`src/rtl/dec_reg_n_if.sv`:
```
// dec_reg_n_if: request/decode bundle between a requester (master) and dec_reg_n (slave).
// Latency: none, wiring only. Backpressure: in_ready from the slave throttles in_valid.
// Signals: in_valid/in_ready/sel/En/clr (request side), DataOut/out_valid/err (decode side),
//          err_cnt only when DEC_ERR_CNT_EN is defined.
interface dec_reg_n_if #(
  parameter int SEL_W   = 5,
  parameter int NUM_OUT = 32
);
  logic               in_valid;
  logic               in_ready;
  logic [SEL_W-1:0]   sel;
  logic               En;
  logic               clr;
  logic [NUM_OUT-1:0] DataOut;
  logic               out_valid;
  logic               err;
`ifdef DEC_ERR_CNT_EN
  logic [7:0]         err_cnt;
`endif

  modport master (
    output in_valid, sel, En, clr,
`ifdef DEC_ERR_CNT_EN
    input  err_cnt,
`endif
    input  in_ready, DataOut, out_valid, err
  );

  modport slave (
    input  in_valid, sel, En, clr,
`ifdef DEC_ERR_CNT_EN
    output err_cnt,
`endif
    output in_ready, DataOut, out_valid, err
  );
endinterface

```
`src/rtl/dec_reg_n.sv`:
```
// dec_reg_n: registered N-way one-hot decoder with optional level hold and post-accept lockout.
// Latency: 1 cycle from acceptance to DataOut/out_valid/err.
// Backpressure: in_ready drops for exactly LOCK cycles after each acceptance and during reset.
// Ports: clk, reset (synchronous, active-high), bus (dec_reg_n_if.slave).
// Optional feature: define DEC_ERR_CNT_EN to add the 8-bit saturating err_cnt output.
module dec_reg_n #(
  parameter int SEL_W   = 5,
  parameter int NUM_OUT = 32,
  parameter int HOLD    = 0,
  parameter int LOCK    = 0
) (
  input  logic        clk,
  input  logic        reset,
  dec_reg_n_if.slave  bus
);

  localparam logic [3:0] LOCK_C = 4'(LOCK);

  typedef enum logic {
    IDLE,
    LOCKED
  } state_t;

  state_t             state_q, state_d;
  logic [3:0]         cnt_q, cnt_d;
  logic               ready;
  logic               accept;
  logic               in_range;
  logic               err_d;
  logic [NUM_OUT-1:0] dec;
  logic [NUM_OUT-1:0] data_q, data_d;
  logic               out_valid_q;
  logic               err_q;

  // Ready is gated by reset so nothing presented during reset can be taken.
  assign ready  = (state_q == IDLE) && !reset;
  assign accept = bus.in_valid && ready;

  // Lockout FSM: next state and counter.
  always_comb begin
    state_d = state_q;
    cnt_d   = cnt_q;
    case (state_q)
      IDLE: begin
        if (accept && (LOCK_C != 4'd0)) begin
          state_d = LOCKED;
          cnt_d   = LOCK_C;
        end
      end
      LOCKED: begin
        // cnt_q counts LOCK..1 across the locked cycles; leaving on 1 gives
        // exactly LOCK cycles with in_ready low.
        if (cnt_q <= 4'd1) begin
          state_d = IDLE;
          cnt_d   = 4'd0;
        end else begin
          cnt_d = cnt_q - 4'd1;
        end
      end
      default: begin
        state_d = IDLE;
        cnt_d   = 4'd0;
      end
    endcase
  end

  // Decode only indices below NUM_OUT; anything else leaves in_range low.
  always_comb begin
    dec      = '0;
    in_range = 1'b0;
    for (int i = 0; i < NUM_OUT; i++) begin
      if (bus.sel == SEL_W'(i)) begin
        in_range = 1'b1;
        dec[i]   = bus.En;
      end
    end
  end

  assign err_d = accept && bus.En && !in_range;

  // Acceptance beats clr; in pulse mode the output falls back to zero every
  // idle cycle, so clr has nothing to act on.
  always_comb begin
    data_d = '0;
    if (accept) begin
      data_d = dec;
    end else if ((HOLD != 0) && !bus.clr) begin
      data_d = data_q;
    end
  end

  always_ff @(posedge clk) begin
    if (reset) begin
      state_q     <= IDLE;
      cnt_q       <= 4'd0;
      data_q      <= '0;
      out_valid_q <= 1'b0;
      err_q       <= 1'b0;
    end else begin
      state_q     <= state_d;
      cnt_q       <= cnt_d;
      data_q      <= data_d;
      out_valid_q <= accept;
      err_q       <= err_d;
    end
  end

  assign bus.in_ready  = ready;
  assign bus.DataOut   = data_q;
  assign bus.out_valid = out_valid_q;
  assign bus.err       = err_q;

`ifdef DEC_ERR_CNT_EN
  logic [7:0] err_cnt_q;

  // Counts alongside the err strobe it accompanies; sticks at 255.
  always_ff @(posedge clk) begin
    if (reset) begin
      err_cnt_q <= 8'd0;
    end else if (err_d && (err_cnt_q != 8'hFF)) begin
      err_cnt_q <= err_cnt_q + 8'd1;
    end
  end

  assign bus.err_cnt = err_cnt_q;
`endif

  // A strobe never carries more than one decoded bit.
  a_onehot: assert property (@(posedge clk) disable iff (reset)
    out_valid_q |-> $onehot0(data_q));

  // Error strobes only ever accompany a valid strobe with an all-zero decode.
  a_err_zero: assert property (@(posedge clk) disable iff (reset)
    err_q |-> (out_valid_q && (data_q == '0)));

endmodule

```
`src/flat_wrapper.sv`:
```
// flat-port wrapper written by rule: the top's interface ports become plain ports
module dec_reg_n_flat 
#(
  parameter int SEL_W   = 5,
  parameter int NUM_OUT = 32,
  parameter int HOLD    = 0,
  parameter int LOCK    = 0
)
  (clk, reset, bus_in_valid, bus_sel, bus_En, bus_clr, bus_in_ready, bus_DataOut, bus_out_valid, bus_err);
  dec_reg_n_if #(.SEL_W(SEL_W), .NUM_OUT(NUM_OUT)) bus_i ();
  input  logic clk;
  input  logic reset;
  input wire logic [$bits(bus_i.in_valid)-1:0] bus_in_valid;
  input wire logic [$bits(bus_i.sel)-1:0] bus_sel;
  input wire logic [$bits(bus_i.En)-1:0] bus_En;
  input wire logic [$bits(bus_i.clr)-1:0] bus_clr;
  output wire logic [$bits(bus_i.in_ready)-1:0] bus_in_ready;
  output wire logic [$bits(bus_i.DataOut)-1:0] bus_DataOut;
  output wire logic [$bits(bus_i.out_valid)-1:0] bus_out_valid;
  output wire logic [$bits(bus_i.err)-1:0] bus_err;
  assign bus_i.in_valid = bus_in_valid;
  assign bus_i.sel = bus_sel;
  assign bus_i.En = bus_En;
  assign bus_i.clr = bus_clr;
  assign bus_in_ready = bus_i.in_ready;
  assign bus_DataOut = bus_i.DataOut;
  assign bus_out_valid = bus_i.out_valid;
  assign bus_err = bus_i.err;
  dec_reg_n #(.SEL_W(SEL_W), .NUM_OUT(NUM_OUT), .HOLD(HOLD), .LOCK(LOCK)) u_core (.clk(clk), .reset(reset), .bus(bus_i));
endmodule
```
`config.mk`:
```
export PLATFORM = sky130hd
export DESIGN_NAME = dec_reg_n_flat
export DESIGN_NICKNAME = d
export VERILOG_FILES = /design/src/rtl/dec_reg_n_if.sv /design/src/rtl/dec_reg_n.sv /design/src/flat_wrapper.sv
export SDC_FILE = /design/constraint.sdc
export NUM_CORES = 1
export LEC_CHECK = 0
export BUFFER_PORTS_ARGS = -buffer_cell sky130_fd_sc_hd__buf_2
export CAP_MARGIN = 5
export CORE_ASPECT_RATIO = 0.6
export CORE_UTILIZATION = 40
export CTS_BUF_LIST = sky130_fd_sc_hd__clkbuf_2 sky130_fd_sc_hd__clkbuf_4 sky130_fd_sc_hd__clkbuf_8
export DETAILED_ROUTE_END_ITERATION = 10
export GPL_ROUTABILITY_DRIVEN = 0
export PLACE_DENSITY = 0.67
export SLEW_MARGIN = 20
export SYNTH_ARGS = -nofsm -noshare
export SYNTH_HDL_FRONTEND = slang
export SYNTH_SLANG_ARGS = --single-unit
```
`constraint.sdc`:
```
create_clock -name clk -period 1.6 [get_ports clk]
set_clock_uncertainty 0.05 [all_clocks]
set_input_delay 0.32 -clock clk [delete_from_list [all_inputs] [get_ports clk]]
set_output_delay 0.32 -clock clk [all_outputs]
set_load 0.01 [all_outputs]
```
# Word level (Yosys, flattened, before mapping)
# Index checks and enable logic that the tools add are counted.
# word_totals
ff_bits	39
out_inout_bits	35
input_bits	10
# op_classes
reduce_logical	40
eq_ne	31
mux	34
add_sub_neg	1
bitwise	34
order_cmp	1
# ops
operator	n
$reduce_or 3->1	32
$eq 5x5->1 const B	16
$eq 5x4->1 const B	8
$not 1->1	34
$mux 1	33
$eq 5x3->1 const B	4
$eq 5x2->1 const B	2
$eq 5x1->1 const B	1
$logic_not 5->1	1
$le 4x1->1 const B	1
$logic_and 1x1->1	4
$mux 4	1
$sub 4x1->4 const B	1
$logic_not 1->1	2
$reduce_or 2->1	1

# Logic depth before layout (Yosys ltp)
# depth
ltp_word	35
depth_mapped	5

# Least setup slack after synthesis
# OpenSTA, ideal clock, no wires.
# synth_timing
kind	reg-to-reg
startpoint	register u_core.state_q
endpoint	register u_core.data_q[16], in the netlist u_core.bus.DataOut[16]
setup_ps	74
path_slack_ps	247
path_stages_with_launch	5
arrival_ps	1229
path_cell_list	dfxtp_1 > nor4bb_1 > buf_4 > or3b_4 > nor3_2
# synth_via
elab_chain_cells	5
# synth_lines
element	line_no	text
from (decl)	dec_reg_n.sv:24	state_t state_q, state_d;
from (signal assigned)	dec_reg_n.sv:100	state_q <= state_d;
$not 1->1 (no source line)	--	
$logic_and 1x1->1	dec_reg_n.sv:36	assign ready = (state_q == IDLE) && !reset;
$logic_and 1x1->1	dec_reg_n.sv:37	assign accept = bus.in_valid && ready;
$not 1->1 (no source line)	--	
$reduce_or 3->1 (no source line)	--	
to (signal assigned)	dec_reg_n.sv:102	data_q <= data_d;
to (decl)	dec_reg_n.sv:31	logic [NUM_OUT-1:0] data_q, data_d;
# Every way passes these cells.
# A chain may end at the register's enable or synchronous reset.

# Worst setup path after layout
# layout_timing
startpoint	register u_core.state_q
endpoint	register u_core.data_q[20], in the netlist u_core.bus.DataOut[20]
# Same word-level chain as after synthesis.

==> metrics.csv <==
metric;value;unit
Mapped Cells;115;
IO Count;45;
Die Wd;72.56;µm
commonest non-fill, non-tap cell in the layout;buf_2;
DRT Pass-1 Iters;4;
Adder-Cell Fraction of Synth Area;0.02094;
min cycle time layout;1.514;ns
first-pass GRT wire length;4029;µm
register area share after synthesis;0.6534;
max-cap check violation count;0;
max-slew violation count;0;
postcts setup bufs;0;
fin crit share;0.9460;
cts repair resizes;1;
most frequent cells in the layout;buf_2 (43), dfxtp_1 (39), nor2_1 (28);
Core ar.;0.002663;mm²
compound-gate portion of the synthesized area;0.01990;
antenna violations before repair;0;
Syn. warnings;0;
drt wl/cell;12.53;µm
CTS clk-pin slew, worst paths;0.07;ns
CP max FO;8;
Starting Density;0.4488;
Setup Viol. Count Final;0;
WHS;0.2162;ns
Final Hold Viols;0;
simple-gate share of the synthesized area;0.2660;
fraction of layout cells with a size suffix above 1;0.3659;
CTS tree;yes;
Rows;14;
synth top area cells;dfxtp_1 (65%), nor2_1 (8.8%), nor3_1 (2.9%), or3b_4 (2.8%), nor3_2 (2.5%);
DR iter-0 viols;86;
Layout area overhead;31.10;%
residual DRC count;0;
Total GRT Usage;0.1772;
Skew-Pair Late Insertion Delay;0.28;ns
Lkg Pwr;0.7298;nW
port bufs;43;
Root Buffer;clkbuf_8;
Yosys top cell by area;dfxtp_1;
nets;175;
antenna-violating nets left;0;
crit path kind;reg -> reg;
Clock Sinks;39;
CTS Buffer Depth;2;
Yosys top cell area share;0.6534;
Arrival @ worst endpoint;1.67;ns
via count;956;
min-delay worst type;in -> reg;
Power Dens Cells;1124;mW/mm²
worst ir drop on vdd;570.0;µV
Synth Net Count;127;
Yosys cell types;22;
Synth Cell Area;0.001195;mm²
hpwl dp;1891;µm
main combinational cell family by area after synthesis;simple AND/OR/NAND/NOR gates;
Crit. End Element;register;
Highest Clock Rate;0.6607;GHz
post-synthesis mux area share;0.008377;
vias per cell;4.686;
Finished Cell Area;0.001567;mm²
TritonCTS buffer count;5;
largest net degree at the start of global routing;12;
RSZ-0062 raised after global routing;no;
Die Ht;44.34;µm
run status;completed;
DRT Wirelength;2556;µm
vias in the first global route;929;
synthesis-stage register bit count;39;
# hold bufs at CTS;0;
Required @ worst endpoint;1.76;ns
Post-DP Area;0.001456;mm²
syn_area_per_cell;10.39;µm²
CTS H-tree depth;2;
R2R setup slack;0.09;ns
Startpoint Class;register;
area of the die;0.003217;mm²
n_diodes;0;
xor/xnor share of the synthesized area;0;
grt total ovfl;0;
## cells by family (layout without fill, tap and decap cells)
logic type | after synthesis | after routing
buf+inv | 8 | 57
flops | 39 | 39
fa+ha+maj | 2 | 2
simple gates | 60 | 60
other cells | 1 | 1
compound gates | 4 | 4
mux | 1 | 1
## path summary, 6_finish.rpt
kind                                     start                           endpoint  cells after the start
setup reg to reg     u_core.state_q$_SDFF_PP0_  u_core.bus.DataOut[20]$_SDFF_PP0_                      4
setup / recovery     u_core.state_q$_SDFF_PP0_  u_core.bus.DataOut[20]$_SDFF_PP0_                      4
hold / removal                           reset       u_core.cnt_q[2]$_SDFFE_PP0P_                      2
hold reg to reg   u_core.cnt_q[1]$_SDFFE_PP0P_       u_core.cnt_q[1]$_SDFFE_PP0P_                      2
## critical path: stages (launching register included)
cell	delay, ns
dfxtp_1	0.37
nor4bb_2	0.30
buf_4	0.19
or3b_4	0.41
nor3_2	0.11
## metal layers
layer | GRT usage | up-vias | routed length (µm)
met5 | 0 | - | 0
met4 | 0.09412 | 0 | 59
met3 | 0.06150 | 9 | 153
met2 | 0.2879 | 35 | 1167
met1 | 0.2114 | 445 | 1175
li1 | - | 467 | -
## per-stage QoR
stage                TNS, ns  worst slack, ns  instances  total power, mW  utilization
detailed placement  -0.01346         -0.01346        196            1.066       0.5470
global route               0          0.02665        204            1.832       0.5883
global placement    -0.01278        -0.006970        196            1.064       0.5470
finish                     0          0.08635        204            1.761       0.5883
CTS                        0          0.05312        204            1.780       0.5860
floorplan                  0           0.2470        115            1.036            -
## registers in the layout, summed over array words and instances, names as in the netlist
register and count:
u_core.state_q 1, u_core.bus.err 1, u_core.cnt_q 4, u_core.bus.DataOut 32, u_core.bus.out_valid 1
## cell type report
type / count / area (µm²)
clock buffer: 8 / 103.9
inverter: 4 / 15.01
sequential: 39 / 780.7
timing repair buffer: 45 / 230.2
multi-input combinational: 68 / 386.6
fill: 243 / 1096
tap: 40 / 50.05
## synth_stat cells, drive strengths merged
library cell and count:
a21oi 1, nand3 1, nor3 10, or3b 3, nand4 1, o311ai 1
clkbuf 3, nand2b 4, conb 1, ha 2, and2 1, nor2 28
inv 4, buf 1, dfxtp 39, nor4b 1, nand2 7, mux2i 1
o21ai 2, nand4b 3, nor4bb 1
## report_power, final
part | total (mW) | switching [mW] | internal, mW
Clock | 0.715 | 0.305 | 0.410
Sequential | 0.977 | 0.00116 | 0.976
Combinational | 0.0690 | 0.0442 | 0.0247
(Power assumes the default switching activity.)
